===== config.mk =====
export PLATFORM = sky130hd
export DESIGN_NAME = vga_pmod_timing
export DESIGN_NICKNAME = d
export VERILOG_FILES = /design/src/rtl/vga_pkg.sv /design/src/rtl/vga_delay_line.sv /design/src/rtl/vga_pmod_timing.sv
export SDC_FILE = /design/constraint.sdc
export NUM_CORES = 1
export LEC_CHECK = 0
export CORE_UTILIZATION = 40
export DETAILED_ROUTE_END_ITERATION = 7
export PLACE_DENSITY = 0.67
export SLEW_MARGIN = 20
export SYNTH_ARGS = -nofsm -noshare
export SYNTH_HDL_FRONTEND = slang
export SYNTH_SLANG_ARGS = --single-unit

===== constraint.sdc =====
create_clock -name pll_clk -period 2.6 [get_ports pll_clk]
set_clock_uncertainty 0.2 [all_clocks]
set_input_delay 0.26 -clock pll_clk [delete_from_list [all_inputs] [get_ports pll_clk]]
set_output_delay 0.26 -clock pll_clk [all_outputs]
set_load 0.02 [all_outputs]

===== src/rtl/vga_pkg.sv =====
// Shared VGA timing definitions: per-axis timing struct, standard modes,
// and the colour-bar table used by the optional test pattern
// (enabled with VGA_TEST_PATTERN_EN).
package vga_pkg;

    // One axis of a video mode, in pixels (horizontal) or lines (vertical).
    typedef struct packed {
        logic [15:0] active;
        logic [15:0] fp;
        logic [15:0] sync;
        logic [15:0] bp;
    } vga_axis_t;

    typedef struct packed {
        vga_axis_t h;
        vga_axis_t v;
    } vga_timing_t;

    localparam vga_timing_t VGA_640X480_60 = '{
        h: '{active: 16'd640, fp: 16'd16, sync: 16'd96,  bp: 16'd48},
        v: '{active: 16'd480, fp: 16'd10, sync: 16'd2,   bp: 16'd33}
    };

    localparam vga_timing_t VGA_800X600_60 = '{
        h: '{active: 16'd800, fp: 16'd40, sync: 16'd128, bp: 16'd88},
        v: '{active: 16'd600, fp: 16'd1,  sync: 16'd4,   bp: 16'd23}
    };

    // Number of vertical colour bars drawn by the test pattern.
    localparam int BAR_COUNT = 8;

    // Bar colours left to right as {r, g, b} enable bits:
    // white, yellow, cyan, green, magenta, red, blue, black.
    localparam logic [2:0] BAR_RGB [BAR_COUNT] = '{
        3'b111, 3'b110, 3'b011, 3'b010, 3'b101, 3'b100, 3'b001, 3'b000
    };

    // Total length of one axis (visible + porches + sync).
    function automatic int axis_total(input vga_axis_t a);
        return int'(a.active) + int'(a.fp) + int'(a.sync) + int'(a.bp);
    endfunction

endpackage


===== src/rtl/vga_delay_line.sv =====
// Enabled shift register of parametrised width and depth with synchronous
// clear. DEPTH = 0 degenerates to a wire so the caller needs no special case.
module vga_delay_line #(
    parameter int WIDTH = 4,
    parameter int DEPTH = 2
) (
    input  logic             clk,
    input  logic             rst,
    input  logic             en,
    input  logic [WIDTH-1:0] din,
    output logic [WIDTH-1:0] dout
);

    if (DEPTH == 0) begin : g_pass
        logic unused_ctrl;
        assign unused_ctrl = ^{clk, rst, en};
        assign dout = din;
    end else begin : g_shift
        logic [WIDTH-1:0] stage [DEPTH];

        // Shift one stage per enabled cycle; clear drops every in-flight entry.
        always_ff @(posedge clk) begin
            if (rst) begin
                for (int i = 0; i < DEPTH; i++) begin
                    stage[i] <= '0;
                end
            end else if (en) begin
                stage[0] <= din;
                for (int i = 1; i < DEPTH; i++) begin
                    stage[i] <= stage[i-1];
                end
            end
        end

        assign dout = stage[DEPTH-1];
    end

endmodule


===== src/rtl/vga_pmod_timing.sv =====
// VGA timing generator and PMOD output stage. Counters present x/y to a
// pixel source PIX_LAT enabled cycles ahead; blanking and sync flags travel
// through a matching delay line so colour and sync leave on the same edge.
// Optional colour-bar test pattern: define VGA_TEST_PATTERN_EN.
module vga_pmod_timing
    import vga_pkg::*;
#(
    parameter int H_ACTIVE = int'(VGA_640X480_60.h.active),
    parameter int H_FP     = int'(VGA_640X480_60.h.fp),
    parameter int H_SYNC   = int'(VGA_640X480_60.h.sync),
    parameter int H_BP     = int'(VGA_640X480_60.h.bp),
    parameter int V_ACTIVE = int'(VGA_640X480_60.v.active),
    parameter int V_FP     = int'(VGA_640X480_60.v.fp),
    parameter int V_SYNC   = int'(VGA_640X480_60.v.sync),
    parameter int V_BP     = int'(VGA_640X480_60.v.bp),
    parameter bit H_POL    = 1'b0,
    parameter bit V_POL    = 1'b0,
    parameter int COLOR_W  = 4,
    parameter int PIX_LAT  = 2
) (
    input  logic                                                  pll_clk,
    input  logic                                                  rst,
    input  logic                                                  pix_en,
    output logic [$clog2(H_ACTIVE+H_FP+H_SYNC+H_BP)-1:0]          x_o,
    output logic [$clog2(V_ACTIVE+V_FP+V_SYNC+V_BP)-1:0]          y_o,
    output logic                                                  active_o,
    output logic                                                  sof_o,
    input  logic [COLOR_W-1:0]                                    rgb_r_i,
    input  logic [COLOR_W-1:0]                                    rgb_g_i,
    input  logic [COLOR_W-1:0]                                    rgb_b_i,
`ifdef VGA_TEST_PATTERN_EN
    input  logic                                                  test_pat_i,
`endif
    output logic [COLOR_W-1:0]                                    vga_r_o,
    output logic [COLOR_W-1:0]                                    vga_g_o,
    output logic [COLOR_W-1:0]                                    vga_b_o,
    output logic                                                  vga_hs_o,
    output logic                                                  vga_vs_o,
    output logic [15:0]                                           frame_cnt_o
);

    localparam int H_TOTAL = H_ACTIVE + H_FP + H_SYNC + H_BP;
    localparam int V_TOTAL = V_ACTIVE + V_FP + V_SYNC + V_BP;
    localparam int X_W     = $clog2(H_TOTAL);
    localparam int Y_W     = $clog2(V_TOTAL);

    localparam logic [X_W-1:0] X_LAST = X_W'(H_TOTAL - 1);
    localparam logic [Y_W-1:0] Y_LAST = Y_W'(V_TOTAL - 1);

    localparam int HS_START = H_ACTIVE + H_FP;
    localparam int HS_END   = H_ACTIVE + H_FP + H_SYNC;
    localparam int VS_START = V_ACTIVE + V_FP;
    localparam int VS_END   = V_ACTIVE + V_FP + V_SYNC;

`ifdef VGA_TEST_PATTERN_EN
    // Bars are H_ACTIVE/8 wide; guard against tiny test modes.
    localparam int BAR_W  = (H_ACTIVE / BAR_COUNT > 0) ? H_ACTIVE / BAR_COUNT : 1;
    localparam int BAR_IW = 3;
    localparam int DL_W   = 4 + BAR_IW;
`else
    localparam int DL_W   = 4;
`endif

    // ------------------------------------------------------------------
    // Raster counters
    // ------------------------------------------------------------------
    logic [X_W-1:0] x_q;
    logic [Y_W-1:0] y_q;
    logic [15:0]    frame_q;

    // Advance x every enabled cycle; wrap into y and then into the frame count.
    always_ff @(posedge pll_clk) begin
        if (rst) begin
            x_q     <= '0;
            y_q     <= '0;
            frame_q <= '0;
        end else if (pix_en) begin
            if (x_q == X_LAST) begin
                x_q <= '0;
                if (y_q == Y_LAST) begin
                    y_q     <= '0;
                    frame_q <= frame_q + 16'd1;
                end else begin
                    y_q <= y_q + 1'b1;
                end
            end else begin
                x_q <= x_q + 1'b1;
            end
        end
    end

    // ------------------------------------------------------------------
    // Per-position flags, derived from the live counters
    // ------------------------------------------------------------------
    int   x_int;
    int   y_int;
    logic h_act;
    logic v_act;
    logic hs_act;
    logic vs_act;
    logic pos_active;

    assign x_int = 32'(x_q);
    assign y_int = 32'(y_q);

    // Decode visible area and sync windows; hs/vs here mean "sync asserted".
    always_comb begin
        h_act      = (x_int < H_ACTIVE);
        v_act      = (y_int < V_ACTIVE);
        hs_act     = (x_int >= HS_START) && (x_int < HS_END);
        vs_act     = (y_int >= VS_START) && (y_int < VS_END);
        pos_active = h_act && v_act;
    end

    assign x_o         = x_q;
    assign y_o         = y_q;
    assign active_o    = pos_active;
    assign frame_cnt_o = frame_q;
    // Start-of-frame only counts on a cycle that actually advances the raster.
    assign sof_o       = pix_en && !rst && (x_q == '0) && (y_q == '0);

    // ------------------------------------------------------------------
    // Delay line: holds {valid, active, hs, vs[, bar]} for PIX_LAT cycles so
    // the flags meet the colour the pixel source returns for that position.
    // The valid bit is cleared by reset, which keeps the pins blank with
    // syncs idle until the first real pixel arrives.
    // ------------------------------------------------------------------
    logic [DL_W-1:0] dl_in;
    logic [DL_W-1:0] dl_out;
    logic            d_valid;
    logic            d_active;
    logic            d_hs;
    logic            d_vs;

`ifdef VGA_TEST_PATTERN_EN
    logic [BAR_IW-1:0] bar_idx;
    logic [BAR_IW-1:0] d_bar;

    assign bar_idx = BAR_IW'(x_int / BAR_W);
    assign dl_in   = {1'b1, pos_active, hs_act, vs_act, bar_idx};
    assign {d_valid, d_active, d_hs, d_vs, d_bar} = dl_out;
`else
    assign dl_in   = {1'b1, pos_active, hs_act, vs_act};
    assign {d_valid, d_active, d_hs, d_vs} = dl_out;
`endif

    vga_delay_line #(
        .WIDTH (DL_W),
        .DEPTH (PIX_LAT)
    ) u_delay (
        .clk  (pll_clk),
        .rst  (rst),
        .en   (pix_en),
        .din  (dl_in),
        .dout (dl_out)
    );

    // ------------------------------------------------------------------
    // Colour source selection
    // ------------------------------------------------------------------
    logic [COLOR_W-1:0] src_r;
    logic [COLOR_W-1:0] src_g;
    logic [COLOR_W-1:0] src_b;

    // Pick external colour, or the bar colour for the delayed x when enabled.
    always_comb begin
        src_r = rgb_r_i;
        src_g = rgb_g_i;
        src_b = rgb_b_i;
`ifdef VGA_TEST_PATTERN_EN
        if (test_pat_i) begin
            src_r = {COLOR_W{BAR_RGB[d_bar][2]}};
            src_g = {COLOR_W{BAR_RGB[d_bar][1]}};
            src_b = {COLOR_W{BAR_RGB[d_bar][0]}};
        end
`endif
    end

    // ------------------------------------------------------------------
    // PMOD output registers
    // ------------------------------------------------------------------
    logic pix_on;

    assign pix_on = d_valid && d_active;

    // Register colour and sync together; blank colour outside the visible area.
    always_ff @(posedge pll_clk) begin
        if (rst) begin
            vga_r_o  <= '0;
            vga_g_o  <= '0;
            vga_b_o  <= '0;
            vga_hs_o <= ~H_POL;
            vga_vs_o <= ~V_POL;
        end else if (pix_en) begin
            vga_r_o  <= pix_on ? src_r : '0;
            vga_g_o  <= pix_on ? src_g : '0;
            vga_b_o  <= pix_on ? src_b : '0;
            vga_hs_o <= (d_valid && d_hs) ? H_POL : ~H_POL;
            vga_vs_o <= (d_valid && d_vs) ? V_POL : ~V_POL;
        end
    end

endmodule


==> results.sh <==
export IMPL_grt_setup_unrepaired="false"
export IMPL_p_sw_mw=0.422
export IMPL_stdcell_area_um2=3760
export IMPL_arrival_ns=1.96
export IMPL_critPathKind="flop to primary output"
export IMPL_slowest_stage="or4b_1"
export IMPL_yosys_top_cells_area="dfxtp_1, edfxtp_1, a22o_1, a21oi_1, nand4_1"
export IMPL_grt_max_degree=27
export IMPL_synth_nets=303
export IMPL_drtPass1Iterations=6
export IMPL_synth_largest_area_cell="dfxtp_1"
export IMPL_worstHoldPathType="flop to flop"
export IMPL_ys_async_sr_fraction=0
export IMPL_synth_top_area_frac=0.365
export IMPL_hp_start="vga_g_o[2]"
export IMPL_cts_made_buffers=9
export IMPL_area_delta_synth_final_pct=37.4
export IMPL_start_kind="flop"
export IMPL_path_buf_inv=2
export IMPL_die_area_um2=7190
export IMPL_seqPwrFrac=0.507
export IMPL_max_slew_worst_pin_slew_ns=0.447
export IMPL_crit_path_max_incr_delay_ns=0.46
export IMPL_period_minus_slack_ns=2.42
export IMPL_wl_per_cell_um=14.8
export IMPL_ys_ff_latch=58
export IMPL_insertion_delay_ns=0.34
export IMPL_p_int_mw=1.41
export IMPL_routed_wirelength_um=6680
export IMPL_cts_tree="done"
export IMPL_cp_cell_sequence="inv_1 -> ha_1 -> or4b_1 -> nor4_2 -> clkdlybuf4s15_2"
export IMPL_status="finished with violations"
export IMPL_core_region_area_um2=6490
export IMPL_reg2regPathDepth=7
export IMPL_gp_congestion=0.867
export IMPL_yosysMostFrequentCell="dfxtp_1"
export IMPL_ys_types=49
export IMPL_io_pins=67
export IMPL_track_usage=0.198
export IMPL_vdd_drop_max_v=0.000263
export IMPL_dr_first_iter_drc_count=143
export IMPL_synth_ff_type="dfxtp_1"
export IMPL_critPathTopFamily="simple AND/OR/NAND/NOR gates"
export IMPL_r2r_slack_ns=0.31
export IMPL_cts_sinks=58
export IMPL_rows=29
export IMPL_critPathCaptureType="primary output"
export IMPL_cap_violations=0
export IMPL_syn_inst=283
export IMPL_ant_nets=0
export IMPL_post_place_ws_ns=0.0426
export IMPL_via_count=2498
export IMPL_top_layer_used="met4"
export IMPL_crit_path_max_fanout=4
export IMPL_ctsHoldBuffers=0
export IMPL_antenna_found_initial=0
export IMPL_finalSetupTns_ns=0
export IMPL_combPwrFrac=0.050
export IMPL_fin_nets=389
export IMPL_met2_wirelength_um=3020
export IMPL_wl_met3_um=296
export IMPL_final_layout_size_suffix_gt1_frac=0.150
export IMPL_whs_endpoint="vga_g_o[2]"
export IMPL_crit_required_ns=2.14
export IMPL_grt_overflow_total=0
export IMPL_dpl_hpwl_um=4730
export IMPL_avgSynthCellArea_um2=9.68
export IMPL_worst_slack_ns=0.175
export IMPL_die_w_um=84.8
export IMPL_n_fill_cell=558
export IMPL_max_freq_mhz=412
export IMPL_dieHeight_um=84.8
export IMPL_yosys_warnings=0
export IMPL_swShare=0.231
export IMPL_setup_violations=0
export IMPL_place_area_um2=3560
export IMPL_cts_max_level=3
export IMPL_r2r_start="x_o[0]"
export IMPL_fin_crit_sh=0.933
export IMPL_violations="DRC"
export IMPL_leakagePower_nw=1.39
export IMPL_maxSlewHeadroom=0.702
export IMPL_maxSlewViolCount=0
export IMPL_pwr_share_clk=0.443
export IMPL_ys_seq_area_frac=0.453
export IMPL_powerDensity_nw_per_um2=486
export IMPL_io_buffers=66
export IMPL_synth_edf_count=8
export IMPL_cts_buffer_depth=2
export IMPL_synth_cell_area_um2=2740
export IMPL_viasPerCell=5.54
export IMPL_root_buffer="clkbuf_8"
export IMPL_holdPathStages=1
export IMPL_cts_reportedPaths_clkPinSlew_ns=0.07
export IMPL_cts_setup_buffers=0
export IMPL_grt_pass1_vias=2343
export IMPL_synthTopCellsByCount="dfxtp_1, nor2_1, a21oi_1"
export IMPL_hold_viol=0
export IMPL_r2r_end="frame_cnt_o[10]"
export IMPL_num_antenna_cells=0
export IMPL_drcViolationCount=3
export IMPL_grt_pass1_wl_um=11200
export IMPL_initial_core_util=0.422
export IMPL_wl_met1_um=3250
-- metal layers --
| layer | track usage | vias up |
|---|---|---|
| li1 | - | 1224 |
| met1 | 0.265 | 1200 |
| met2 | 0.308 | 62 |
| met3 | 0.0324 | 12 |
| met4 | 0.105 | 0 |
| met5 | 0 | - |
-- state kept, by name (all words and copies together), names as in the netlist, 4 cells and up --
name and count:
frame_cnt_o 16, x_o 10, y_o 10, u_delay.g_shift.stage 8
vga_b_o 4, vga_g_o 4, vga_r_o 4
-- power by group through the flow --
| stage | registers, mW | logic, mW | clock network (mW) |
|---|---|---|---|
| 2_1_floorplan | 0.953 | 0.0354 | 0 |
| 3_3_place_gp | 0.946 | 0.0895 | 0 |
| 3_5_place_dp | 0.947 | 0.0907 | 0 |
| 4_1_cts | 0.927 | 0.0908 | 0.831 |
| 5_1_grt | 0.928 | 0.0980 | 0.868 |
| 6_report | 0.927 | 0.0909 | 0.810 |
-- how the worst max path moves through the flow --
stage,end,startpoint,cells past startpoint
after floorplan,sof_o,y_o[0],5
after global placement,sof_o,pix_en,5
after detailed placement,sof_o,pix_en,5
after CTS,sof_o,y_o[0],6
after global routing,sof_o,y_o[0],6
final,sof_o,x_o[1],5
-- through the flow --
stage	util	instances	hold WS (ns)	power, mW
3_5_place_dp	0.547	435	0.263	1.04
4_1_cts	0.578	451	0.287	1.85
3_3_place_gp	0.547	435	0.262	1.04
6_report	0.579	451	0.281	1.83
2_1_floorplan	-	283	0.186	0.989
5_1_grt	0.579	451	0.300	1.89
-- cells in the final DEF, fill, tap and decap left out, types with 8 or more instances in the layout --
cell type	Yosys	layout
clkdlybuf4s50_1	0	65
dfxtp_1	50	50
buf_4	2	24
nor2_1	20	20
a21oi_1	19	19
nand2_1	16	16
nand4_1	13	13
a22o_1	12	12
nand3_1	11	11
o21ai_0	10	10
inv_1	9	9
clkbuf_8	1	9
or4_1	8	8
edfxtp_1	8	8
-- worst register-to-register path, cell delays in order (launching register included) --
cell     delay (ns)
dfxtp_1        0.33
buf_4          0.13
ha_1           0.18
and4_1         0.35
buf_4          0.18
and4_4         0.26
or4b_1         0.44
a21oi_1        0.15
-- logic make-up (layout without fill, tap and decap cells) --
logic type                 Yosys count  in the layout  synth area share
xor gates and xnor gates            11             11            0.0352
AOI/OAI and AO/OA                   56             56             0.133
buffers and inverters               24            115            0.0566
DFF                                 58             58             0.453
adders and majority gates            5              5            0.0228
and+or+nand+nor                    125            125             0.283
muxes                                4              4            0.0164
-- final cells by class --
class | count | area [um2] | area share
inverters | 9 | 33.8 | 0.00898
flip-flops and latches | 58 | 1240 | 0.330
clock inverters | 7 | 70.1 | 0.0186
repair buffers | 90 | 842 | 0.224
well taps | 77 | 96.3 | 0.0256
clock buffers | 9 | 124 | 0.0329
multi-input cells | 201 | 1360 | 0.360
-- what timing repair did --
item	4_1_cts	5_1_grt
setup endpoints to repair	1	1
gates cloned	0	0
gates resized for setup	4	2
No activity file was read; power rests on OpenSTA's default activity.
